==> src/rtl/pipe_pkg.sv <==
// Shared definitions for the inter-stage pipeline registers: FSM states,
// default bundle widths and the field layout every stage packs and unpacks.
package pipe_pkg;

  localparam int DATA_W_DEF = 107;
  localparam int CTRL_W_DEF = 9;
  localparam logic [CTRL_W_DEF-1:0] CTRL_BUBBLE_DEF = '0;

  typedef enum logic [1:0] {
    ST_EMPTY = 2'd0,
    ST_FULL  = 2'd1,
    ST_SKID  = 2'd2
  } state_e;

  // Data bundle layout (LSB offsets and widths).
  localparam int PC_LSB     = 0;
  localparam int PC_W       = 32;
  localparam int IMME_LSB   = 32;
  localparam int IMME_W     = 32;
  localparam int RDATA1_LSB = 64;
  localparam int RDATA1_W   = 32;
  localparam int RD_LSB     = 96;
  localparam int RD_W       = 5;
  localparam int FUNCT_LSB  = 101;
  localparam int FUNCT_W    = 6;

  // Control bundle layout.
  localparam int REGS_WRITE_BIT  = 0;
  localparam int ALUSRC_BIT      = 1;
  localparam int MEM_WRITE_BIT   = 2;
  localparam int MEM_READ_BIT    = 3;
  localparam int MEM_TO_REGS_BIT = 4;
  localparam int BRANCH_BIT      = 5;
  localparam int ALUOP_LSB       = 6;
  localparam int ALUOP_W         = 3;

endpackage

==> src/rtl/pipe_slot.sv <==
// One pipeline entry: valid flag plus data and control bundles, with
// load and clear controls (clear wins when both are asserted).
module pipe_slot
  import pipe_pkg::*;
#(
  parameter int              DATA_W   = DATA_W_DEF,
  parameter int              CTRL_W   = CTRL_W_DEF,
  parameter logic [CTRL_W-1:0] CTRL_RST = '0
) (
  input  logic              clk,
  input  logic              rst_n,
  input  logic              load_i,
  input  logic              clear_i,
  input  logic [DATA_W-1:0] data_i,
  input  logic [CTRL_W-1:0] ctrl_i,
  output logic              valid_o,
  output logic [DATA_W-1:0] data_o,
  output logic [CTRL_W-1:0] ctrl_o
);

  logic              valid_q, valid_d;
  logic [DATA_W-1:0] data_q, data_d;
  logic [CTRL_W-1:0] ctrl_q, ctrl_d;

  always_comb begin
    // NOTE: every output of this block gets a default first, so no path leaves it unassigned and no latch is inferred.
    valid_d = valid_q;
    data_d  = data_q;
    ctrl_d  = ctrl_q;
    if (clear_i) begin
      valid_d = 1'b0;
    end else if (load_i) begin
      valid_d = 1'b1;
      data_d  = data_i;
      ctrl_d  = ctrl_i;
    end
  end

  // NOTE: the data bundle is reset too, because downstream must see zero data right after reset; a flush only drops valid.
  always_ff @(posedge clk) begin
    // NOTE: state updates use non-blocking assignments so every flop samples the pre-edge values.
    if (!rst_n) begin
      valid_q <= 1'b0;
      data_q  <= '0;
      ctrl_q  <= CTRL_RST;
    end else begin
      valid_q <= valid_d;
      data_q  <= data_d;
      ctrl_q  <= ctrl_d;
    end
  end

  assign valid_o = valid_q;
  assign data_o  = data_q;
  assign ctrl_o  = ctrl_q;

endmodule

==> src/rtl/pipe_stage_reg.sv <==
// Inter-stage pipeline register with valid/ready handshake, stall, flush
// and an optional second (skid) entry that keeps in_ready_o registered.
module pipe_stage_reg
  import pipe_pkg::*;
#(
  parameter int                DATA_W      = DATA_W_DEF,
  parameter int                CTRL_W      = CTRL_W_DEF,
  parameter logic [CTRL_W-1:0] CTRL_BUBBLE = {CTRL_W{1'b0}},
  parameter int unsigned       SKID        = 1
) (
  input  logic              clk,
  input  logic              rst_n,
  input  logic              flush_i,
  input  logic              in_valid_i,
  output logic              in_ready_o,
  input  logic [DATA_W-1:0] in_data_i,
  input  logic [CTRL_W-1:0] in_ctrl_i,
  output logic              out_valid_o,
  input  logic              out_ready_i,
  output logic [DATA_W-1:0] out_data_o,
  output logic [CTRL_W-1:0] out_ctrl_o
);

  state_e            state_q, state_d;
  logic              ready_q, ready_d;
  logic              accept, take;
  logic              main_load, main_clear, main_sel_skid;
  logic              skid_load, skid_clear;
  logic              main_valid, skid_valid;
  logic [DATA_W-1:0] main_data, skid_data, main_in_data;
  logic [CTRL_W-1:0] main_ctrl, skid_ctrl, main_in_ctrl;
  logic              unused_sig;

  assign accept = in_valid_i & in_ready_o;
  assign take   = main_valid & out_ready_i;

  always_comb begin
    state_d       = state_q;
    main_load     = 1'b0;
    main_clear    = 1'b0;
    main_sel_skid = 1'b0;
    skid_load     = 1'b0;
    skid_clear    = 1'b0;
    unique case (state_q)
      ST_EMPTY: begin
        if (accept) begin
          state_d   = ST_FULL;
          main_load = 1'b1;
        end
      end
      ST_FULL: begin
        if (accept && take) begin
          main_load = 1'b1;
        end else if (accept) begin
          state_d   = ST_SKID;
          skid_load = 1'b1;
        end else if (take) begin
          state_d    = ST_EMPTY;
          main_clear = 1'b1;
        end
      end
      ST_SKID: begin
        if (take) begin
          state_d       = ST_FULL;
          main_load     = 1'b1;
          main_sel_skid = 1'b1;
          skid_clear    = 1'b1;
        end
      end
      default: state_d = ST_EMPTY;
    endcase
    // Flush overrides everything, including a beat accepted this cycle.
    if (flush_i) begin
      state_d       = ST_EMPTY;
      main_load     = 1'b0;
      main_sel_skid = 1'b0;
      main_clear    = 1'b1;
      skid_load     = 1'b0;
      skid_clear    = 1'b1;
    end
    ready_d = (state_d != ST_SKID);
  end

  // ready_q resets high so the stage is open as soon as reset releases;
  // the rst_n gate below keeps in_ready_o low while reset is held.
  always_ff @(posedge clk) begin
    if (!rst_n) begin
      state_q <= ST_EMPTY;
      ready_q <= 1'b1;
    end else begin
      state_q <= state_d;
      ready_q <= ready_d;
    end
  end

  assign main_in_data = main_sel_skid ? skid_data : in_data_i;
  assign main_in_ctrl = main_sel_skid ? skid_ctrl : in_ctrl_i;

  pipe_slot #(
    .DATA_W  (DATA_W),
    .CTRL_W  (CTRL_W),
    .CTRL_RST(CTRL_BUBBLE)
  ) u_main (
    .clk    (clk),
    .rst_n  (rst_n),
    .load_i (main_load),
    .clear_i(main_clear),
    .data_i (main_in_data),
    .ctrl_i (main_in_ctrl),
    .valid_o(main_valid),
    .data_o (main_data),
    .ctrl_o (main_ctrl)
  );

  generate
    if (SKID != 0) begin : g_skid
      pipe_slot #(
        .DATA_W  (DATA_W),
        .CTRL_W  (CTRL_W),
        .CTRL_RST(CTRL_BUBBLE)
      ) u_skid (
        .clk    (clk),
        .rst_n  (rst_n),
        .load_i (skid_load),
        .clear_i(skid_clear),
        .data_i (in_data_i),
        .ctrl_i (in_ctrl_i),
        .valid_o(skid_valid),
        .data_o (skid_data),
        .ctrl_o (skid_ctrl)
      );
      assign in_ready_o = ready_q & rst_n;
      assign unused_sig = skid_valid;
    end else begin : g_no_skid
      // Single entry: a full stage can still accept when downstream drains it.
      assign skid_valid = 1'b0;
      assign skid_data  = '0;
      assign skid_ctrl  = '0;
      assign in_ready_o = rst_n & (~main_valid | out_ready_i);
      assign unused_sig = ^{skid_load, skid_clear, ready_q, skid_valid};
    end
  endgenerate

  assign out_valid_o = main_valid;
  assign out_data_o  = main_data;
  assign out_ctrl_o  = main_valid ? main_ctrl : CTRL_BUBBLE;

endmodule

==> config.mk <==
export PLATFORM = sky130hd
export DESIGN_NAME = pipe_stage_reg
export DESIGN_NICKNAME = d
export VERILOG_FILES = /design/src/rtl/pipe_pkg.sv /design/src/rtl/pipe_slot.sv /design/src/rtl/pipe_stage_reg.sv
export SDC_FILE = /design/constraint.sdc
export NUM_CORES = 1
export LEC_CHECK = 0
export CAP_MARGIN = 0
export CORE_AREA = 2 2 165 167
export CTS_CLUSTER_DIAMETER = 80
export DETAILED_ROUTE_END_ITERATION = 10
export DIE_AREA = 0 0 167 169
export PLACE_DENSITY = 0.76
export SLEW_MARGIN = 20
export SYNTH_ARGS = -nofsm -noshare
export SYNTH_HDL_FRONTEND = slang
export SYNTH_SLANG_ARGS = --single-unit
==> constraint.sdc <==
create_clock -name clk -period 1.6 [get_ports clk]
set_input_delay 0.32 -clock clk [delete_from_list [all_inputs] [get_ports clk]]
set_output_delay 0.32 -clock clk [all_outputs]
set_load 0.1 [all_outputs]
# --- Word level (Yosys, flattened, before mapping) ---
# Index checks and enable logic that the tools add are counted.
word_totals:
  output_inout_bits: 118
  ff_bits: 236
  inputBits: 121
  word_cells: 46
classes:
  mux: 25
  n_eq_ne: 3
  reduce_logical: 5
  n_bitwise: 6
ops:
  columns: ["cell", "count"]
  rows:
  - ["two-way mux 107 bit", 1]
  - ["two-way mux 9 bit", 2]
  - ["two-way mux 1 bit", 14]
  - ["two-way mux 2 bit", 6]
  - ["case mux 2 bit (3 select lines)", 1]
  - ["AND reduction 2 bit", 2]
  - ["AND 1 bit", 3]
  - ["inverter 1 bit", 3]
  - ["case mux 1 bit (3 select lines)", 1]
  - ["equality test 2 x 1 -> 1 bit (second input constant)", 1]
  - ["equality test 2 bit (second input constant)", 1]
  - ["logical NOT 2 bit", 1]
  - ["!= test 2 bit (second input constant)", 1]
  - ["OR reduction 2 bit", 1]
  - ["logical AND 1 bit", 1]

# --- Logic depth before layout (Yosys ltp) ---
# Gate-level depths: netlist of run 1.
logic_depth:
  word_depth: 8
  ltp_mapped: 8
  mapped_depth_nobuf: 4

# --- Cells and area by module ---
# From an unflattened synthesis of run 1, not the netlist that was laid out.
unflattened:
  hier_cells: 1177
  area_unflattened_um2: 11021.8
modules_own_cells:
  columns: ["module", "instances", "area_each_um2", "cells_per_inst", "seq_area_each_um2"]
  rows:
  - ["pipe_slot", 2, 4642.0, 507, 2342.2]
  - ["pipe_stage_reg", 1, 1737.9, 163, 60.1]

# --- Worst setup path after synthesis of run 1 ---
# No wires, ideal clock.
synth_path:
  kind: "flip-flop to flip-flop"
  start: "register u_main.valid_q, in the netlist u_main.valid_o"
  end: "register u_main.data_q[76], in the netlist u_main.data_o[76]"
  arrival_ns: 2.303
  n_path_buf: 4
  setup_time_ns: 0.119
  period_less_slack_ns: 2.422
  stages_incl_launch_ff: 9
  t_required_ns: 1.481
  setup_slack_ns: -0.822
  path_cell_list: "dfxtp_1 -> and2_1 -> buf_2 -> nand2b_1 -> and2_1 -> buf_2 -> buf_2 -> buf_2 -> o221a_2"
synth_via:
  elab_chain_len: 8
  word_cells_on_any_way: 15
  cone_classes: "11 x mux; 2 x bitwise; 2 x reduce/logical"
synth_rtl:
  columns: ["element", "line_no", "rtl"]
  rows:
  - ["from (decl)", "pipe_slot.sv:21", "logic valid_q, valid_d;"]
  - ["from (signal assigned)", "pipe_slot.sv:47", "valid_q <= valid_d;"]
  - ["AND 1 bit (*)", "pipe_stage_reg.sv:35", "assign take = main_valid & out_ready_i;"]
  - ["two-way mux 1 bit", "pipe_stage_reg.sv:57, pipe_stage_reg.sv:63", null]
  - ["two-way mux 1 bit", "pipe_stage_reg.sv:54", "end else if (accept) begin"]
  - ["two-way mux 1 bit", "pipe_stage_reg.sv:52", "if (accept && take) begin"]
  - ["two-way mux 1 bit", "pipe_stage_reg.sv:44", "unique case (state_q)"]
  - ["two-way mux 1 bit", "pipe_stage_reg.sv:73", "if (flush_i) begin"]
  - ["inverter 1 bit (no line)", null, null]
  - ["AND reduction 2 bit (no line)", null, null]
  - ["to (signal assigned)", "pipe_slot.sv:48", "data_q <= data_d;"]
  - ["to (decl)", "pipe_slot.sv:22", "logic [DATA_W-1:0] data_q, data_d;"]
# Mark *: on every way between the ends. The rest lies on a longest branch, timed or not.
# A chain may end at the register's enable or synchronous reset.

# --- Worst setup path in the final report of run 1 ---
layout_path:
  start: "register state_q[1]"
  end: "register g_skid.u_skid.data_q[65], in the netlist g_skid.u_skid.data_o[65]"
layout_via:
  elab_chain_len: 5
  word_cells_on_any_way: 8
  cone_classes: "2 x eq/ne; 4 x mux; 1 x bitwise; 1 x reduce/logical"
layout_rtl:
  columns: ["element", "line_no", "rtl"]
  rows:
  - ["from (decl)", "pipe_stage_reg.sv:24", "state_e state_q, state_d;"]
  - ["from (signal assigned)", "pipe_stage_reg.sv:91", "state_q <= state_d;"]
  - ["equality test 2 bit", "pipe_stage_reg.sv:44", null]
  - ["two-way mux 1 bit", "pipe_stage_reg.sv:44", null]
  - ["two-way mux 1 bit", "pipe_stage_reg.sv:73", null]
  - ["inverter 1 bit (no line)", null, null]
  - ["AND reduction 2 bit (no line) (*)", null, null]
  - ["to (signal assigned)", "pipe_slot.sv:48", null]
  - ["to (decl)", "pipe_slot.sv:22", null]
# Marked as above.

==> results.cfg, run 1 <==
[worst_setup_path]
worstSetupPathType = reg2reg
cp_max_fo = 64
end_kind = flip-flop
critPathArrivalTime_ns = 2.16
rr_endpoint = g_skid.u_skid.data_o[65]$_SDFFE_PN0P_
r2r_cells = 5
start_kind = flip-flop
reg2reg_from = state_q[1]$_SDFF_PN0_
critPathRequiredTime_ns = 2.01
ff2ff_setup_slack_ns = -0.15

[floorplan]
row_count = 60
initial_utilization = 0.3933
die_x_um = 167
io_pins = 239
die_h_um = 169
core_mm2 = 0.02650
design.die.area_mm2 = 0.02822

[sta]
max_slew_margin = 0.4977
setup_violations = 243
holdWs_ns = 0.1953
post-route-period-util = 1.094
drv_slew = 0
finalHoldViolCount = 0
worst_pin_slew_ns = 0.7535
fin_crit_ns = 1.750
skew_ns = 0.01784
rsz0062_at_grt = true
layout_setup_ws_ns = -0.1501
fmax_ghz = 0.5714

[grt]
antenna_found_initial = 0
first_global_vias = 9496
grt_max_degree = 135
grt_overflow = 0
grt_pass1_wl_mm = 51.71
track_usage = 0.2260

[drt]
vias_per_cell = 5.508
remaining_drc_errors = 0
ant_nets = 0
num_vias = 10063
totalWireLength_mm = 37.01
detail_route.wl_per_cell_um = 20.26
drtIter0Drc = 1047
dr.pass1.iters = 5

[synth]
synth.distinct_cells = 26
syn_area_mm2 = 0.01042
synth-seq-cells = 236
synth_cells = 1198
syn_nets = 1319
syn_avg_cell_area_um2 = 8.701
yosysSeqAreaShare = 0.4532
yosys_warnings = 0

[pwr]
p_comb_frac = 0.210
power.switching_mw = 4.481
p_sw_frac = 0.2916
vdd_drop_max_uv = 761.8
p_per_area_mw_per_mm2 = 879.4
total_power_mw = 15.37
p_int_mw = 10.88
p_leak_nw = 6.660
p_clk_frac = 0.382
seqPwrFrac = 0.408

[run]
max_cap_viol_count = 0

[cts]
clkLatencyLatePin_ns = 0.53
clk_pin_slew_ns = 0.06
htree_levels = 1
cts_tree = built
cts_root_buf = clkbuf_16
clkSinkCount = 236
clockBufferDepth = 3
cts_made_buffers = 26

[outcome]
outcome = finished with violations
failed_checks = setup timing

[layout]
syn_to_final_growth_pct = 67.63
antenna_cells = 0
final_cells = 1827
layout.nets = 1588
drive_above_1_share = 0.3183
fin_util = 0.6593

[placement]
dp.cells = 1722
port_buffers = 238
dp_hpwl_mm = 19.05
gp_congestion = 0.7529
pre_cts_slack_ns = -0.6079

[min_path]
hold_path_startpoint = flush_i
holdPathEnd = u_main.valid_o$_SDFFE_PP0P_
hold_path_depth = 3
hold_class = in2reg
-- power groups by stage --
stage / clock, mW / combinational, mW / sequential, mW
floorplan: 0 / 0.626 / 7.36
global placement: 0 / 2.89 / 6.37
detailed placement: 0 / 2.92 / 6.38
CTS: 5.94 / 3.12 / 6.26
global route: 6.16 / 3.32 / 6.28
finish: 5.86 / 3.23 / 6.27
-- logic make-up after synthesis --
| family | synth area share |
|---|---|
| AO/OA/AOI/OAI | 0.3115 |
| buffers and inverters | 0.09158 |
| AND/OR/NAND/NOR | 0.1437 |
| flip-flops | 0.4532 |
-- per-layer routing --
metal | GRT usage | wire [um] | vias to the layer above
met2 | 0.3827 | 17770 | 406
li1 | - | - | 4676
met3 | 0.05307 | 2716 | 79
met1 | 0.2836 | 15470 | 4902
met5 | 0 | 0 | -
met4 | 0.07534 | 1049 | 0
-- registers in the layout, indices dropped and copies added (netlist names) --
name / count
g_skid.u_skid.ctrl_o: 9
g_skid.u_skid.data_o: 107
ready_q: 1
state_q: 2
u_main.ctrl_o: 9
u_main.data_o: 107
u_main.valid_o: 1
-- Yosys cell counts --
| library cell | number | share of area |
|---|---|---|
| buf_2 | 34 | 0.016 |
| nor4b_4 | 1 | 0.0023 |
| nor2_1 | 117 | 0.042 |
| nand2b_1 | 3 | 0.0018 |
| a31oi_1 | 1 | 0.00060 |
| a211o_1 | 117 | 0.098 |
| or3_1 | 1 | 0.00060 |
| nand2_1 | 235 | 0.085 |
| a21oi_2 | 1 | 0.00084 |
| a21boi_1 | 40 | 0.029 |
| nand4b_4 | 1 | 0.0023 |
| o31ai_1 | 1 | 0.00072 |
| inv_1 | 117 | 0.042 |
| buf_1 | 1 | 0.00036 |
| o221a_2 | 108 | 0.12 |
| dfxtp_1 | 236 | 0.45 |
| and2_1 | 12 | 0.0072 |
| nand4b_1 | 1 | 0.00084 |
| buf_6 | 5 | 0.0054 |
| a211oi_1 | 2 | 0.0014 |
| nand3_1 | 2 | 0.00096 |
| or4b_1 | 1 | 0.00096 |
| a21boi_0 | 76 | 0.055 |
| o221a_1 | 8 | 0.0086 |
| a21o_1 | 1 | 0.00072 |
| clkbuf_1 | 76 | 0.027 |
-- per-stage QoR --
stage | cell area, um^2 | setup TNS [ns]
floorplan | 10570 | -46.62
global placement | 14690 | -116.22
detailed placement | 14690 | -123.66
CTS | 16540 | -17.76
global route | 17470 | -30.90
finish | 17470 | -21.25
-- placed cells by master, fill, tap and decap left out, drive strengths merged, types with 2 or more instances in the layout --
| cell | count |
|---|---|
| dfxtp | 236 |
| nand2 | 235 |
| buf | 217 |
| clkdlybuf4s50 | 118 |
| inv | 118 |
| a211o | 117 |
| nor2 | 117 |
| o221a | 116 |
| a21boi | 116 |
| clkbuf | 57 |
| and2 | 13 |
| clkinv | 7 |
| nand2b | 3 |
| nand3 | 2 |
| a211oi | 2 |
| bufbuf | 2 |
| nand4b | 2 |
-- timing repair --
item,4_1_cts,5_1_grt
pin swaps,49,77
gates cloned,19,24
setup endpoints to repair,243,244
resized for setup,127,98
hold buffers,0,0
buffers inserted,16,4
-- worst max path at each step --
stage	slack (ns)	depth (start not counted)	start	to
final	-0.15	5	state_q[1]$_SDFF_PN0_	g_skid.u_skid.data_o[65]$_SDFFE_PN0P_
after global routing	-0.18	5	state_q[1]$_SDFF_PN0_	g_skid.u_skid.data_o[101]$_SDFFE_PN0P_
after CTS	-0.13	3	u_main.valid_o$_SDFFE_PP0P_	out_ctrl_o[4]
after detailed placement	-0.61	6	out_ready_i	u_main.data_o[63]$_SDFFE_PN0P_
after global placement	-0.56	6	out_ready_i	u_main.data_o[59]$_SDFFE_PN0P_
after floorplan	-0.27	5	u_main.valid_o$_SDFFE_PP0P_	u_main.data_o[100]$_SDFFE_PN0P_
-- final cells by class --
class | count | area, um^2
clock inverter | 9 | 51.30
timing repair buffer | 356 | 5613
sequential | 236 | 4732
fill | 1950 | 9027
clock buffer | 38 | 787.0
inverter | 117 | 439.2
tap | 341 | 426.7
multi-input combinational | 730 | 5424
-- worst max-delay path, stage by stage, from the launching register on --
cell and delay, ns:
dfxtp_2 0.33, nand4b_4 0.17, or4b_4 0.62, buf_12 0.24
nand2_1 0.15, a21boi_1 0.08
No activity file was read; power rests on OpenSTA's default activity.
==> inputs of run 2 (changes only) <==
--- a/config.mk
+++ b/config.mk
@@ -6,12 +6,11 @@
 export NUM_CORES = 1
 export LEC_CHECK = 0
 export CAP_MARGIN = 0
-export CORE_AREA = 2 2 165 167
+export CORE_AREA = 2 2 154 156
 export CTS_CLUSTER_DIAMETER = 80
 export DETAILED_ROUTE_END_ITERATION = 10
-export DIE_AREA = 0 0 167 169
-export PLACE_DENSITY = 0.76
-export SLEW_MARGIN = 20
+export DIE_AREA = 0 0 156 158
+export PLACE_DENSITY = 0.84
 export SYNTH_ARGS = -nofsm -noshare
 export SYNTH_HDL_FRONTEND = slang
 export SYNTH_SLANG_ARGS = --single-unit
==> results.cfg, run 2 (synthesized netlist as in run 1, its figures left out) <==
[placement]
port_buffers = 238
dp_hpwl_mm = 18.70
gp_congestion = 0.7783

[worst_setup_path]
rr_endpoint = g_skid.u_skid.data_o[43]$_SDFFE_PN0P_
worstSetupPathType = reg2reg
r2r_cells = 6
cp_max_fo = 14
end_kind = flip-flop
critPathArrivalTime_ns = 2.20
crit_buf_inv = 2
crit_chain = and2_4, buf_6, or4b_4, buf_16, nand2_1, a21boi_1
reg2reg_from = u_main.valid_o$_SDFFE_PP0P_
critPathRequiredTime_ns = 2.00
crit_path_max_incr_delay_ns = 0.65
cpMaxStageDelayCell = or4b_4
crit_cells = 6
ff2ff_setup_slack_ns = -0.20
cpLargestDelayFamily = simple AND/OR/NAND/NOR gates
start_kind = flip-flop

[layout]
final_common_cell = dfxtp_1
fillers = 1469
final-seq-area_mm2 = 0.004733
layout.nets = 1569
drive_above_1_share = 0.2967
layout_common_cells = 233 x dfxtp_1, 209 x nand2_1, 139 x buf_12
multi_input_area_mm2 = 0.005104
syn_to_final_growth_pct = 59.97
antenna_cells = 0

[sta]
holdWs_ns = 0.2542
layout_setup_ws_ns = -0.1965
fmax_ghz = 0.5566
max_slew_margin = 0.6099
rsz0062_at_grt = true
skew_ns = 0.01016
fin_crit_ns = 1.797
drv_slew = 0
setup_violations = 243
post-route-period-util = 1.123
worst_pin_slew_ns = 0.5851
finalHoldViolCount = 0

[grt]
grt_max_degree = 121
grt_overflow = 0
grt_pass1_wl_mm = 49.54
antenna_found_initial = 0
track_usage = 0.2462
first_global_vias = 9707

[min_path]
hold_path_depth = 4
hold_class = in2reg
holdPathEnd = u_main.valid_o$_SDFFE_PP0P_
hold_path_startpoint = rst_n

[outcome]
outcome = finished with violations
failed_checks = setup timing

[pwr]
p_per_area_mw_per_mm2 = 899.9
total_power_mw = 15.01
p_leak_nw = 6.162
vdd_drop_max_uv = 755.8

[drt]
dr.pass1.iters = 6
remaining_drc_errors = 0
detail_route.wl_per_cell_um = 20.39
ant_nets = 0
vias_per_cell = 5.780
drtIter0Drc = 713
totalWireLength_mm = 35.81
num_vias = 10149

[cts]
clkLatencyLatePin_ns = 0.52
htree_levels = 1
cts_made_buffers = 25
clkSinkCount = 236
clockBufferDepth = 3
cts_tree = built
cts_root_buf = clkbuf_16
clk_pin_slew_ns = 0.06

[floorplan]
io_pins = 239
die_x_um = 156
die_h_um = 158
row_count = 56
initial_utilization = 0.4522
design.die.area_mm2 = 0.02465
core_mm2 = 0.02305

[run]
max_cap_viol_count = 0
run 2: final cells by class:
cell class,instances,share of cell area
timing repair buffer,337,0.3141
clock buffer,41,0.04652
clock inverter,4,0.001351
tap,290,0.02176
sequential,236,0.2839
inverter,117,0.02634
multi-input combinational,731,0.3061
run 2: per-stage QoR:
stage	instances	cell area, um^2	setup WS, ns	utilization	setup TNS (ns)
after floorplan	1198	10570	-0.2687	-	-46.62
after global placement	1667	14540	-0.5156	0.6306	-109.04
after detailed placement	1667	14540	-0.6036	0.6306	-114.71
after CTS	1733	15830	-0.1836	0.6869	-30.77
after global routing	1756	16670	-0.2342	0.7234	-45.26
final	1756	16670	-0.1965	0.7234	-37.52
run 2: worst max-delay path by stage:
stage,startpoint,endpoint
2_1_floorplan,u_main.valid_o$_SDFFE_PP0P_,u_main.data_o[100]$_SDFFE_PN0P_
3_3_place_gp,in_valid_i,g_skid.u_skid.data_o[73]$_SDFFE_PN0P_
3_5_place_dp,out_ready_i,g_skid.u_skid.data_o[9]$_SDFFE_PN0P_
4_1_cts,u_main.valid_o$_SDFFE_PP0P_,out_ctrl_o[2]
5_1_grt,state_q[1]$_SDFF_PN0_,u_main.data_o[35]$_SDFFE_PN0P_
6_report,u_main.valid_o$_SDFFE_PP0P_,g_skid.u_skid.data_o[43]$_SDFFE_PN0P_
run 2: timing repair:
action,4_1_cts,5_1_grt
resized for setup,37,135
hold buffers,0,0
cloned,10,20
endpoints found under the setup margin,240,243
pin swaps,2,41
buffers inserted,11,5
run 2: worst register-to-register path, cell delays in order, from the launching register on:
cell	delay, ns
dfxtp_4	0.36
and2_4	0.18
buf_6	0.12
or4b_4	0.65
buf_16	0.21
nand2_1	0.08
a21boi_1	0.08
run 2: metal layers:
layer | vias to the layer above | wire length, um | track usage
li1 | 4653 | - | -
met1 | 4877 | 14390 | 0.3242
met2 | 537 | 17350 | 0.4126
met3 | 82 | 3170 | 0.04325
met4 | 0 | 904 | 0.07733
met5 | - | 0 | 0
run 2: report_power, final:
part	switching (mW)	leakage [nW]	total, mW	internal, mW
clock network	2.37	0.393	5.66	3.29
registers	0.202	1.92	6.26	6.06
logic	1.76	3.85	3.09	1.33
total	4.33	6.16	15.0	10.7
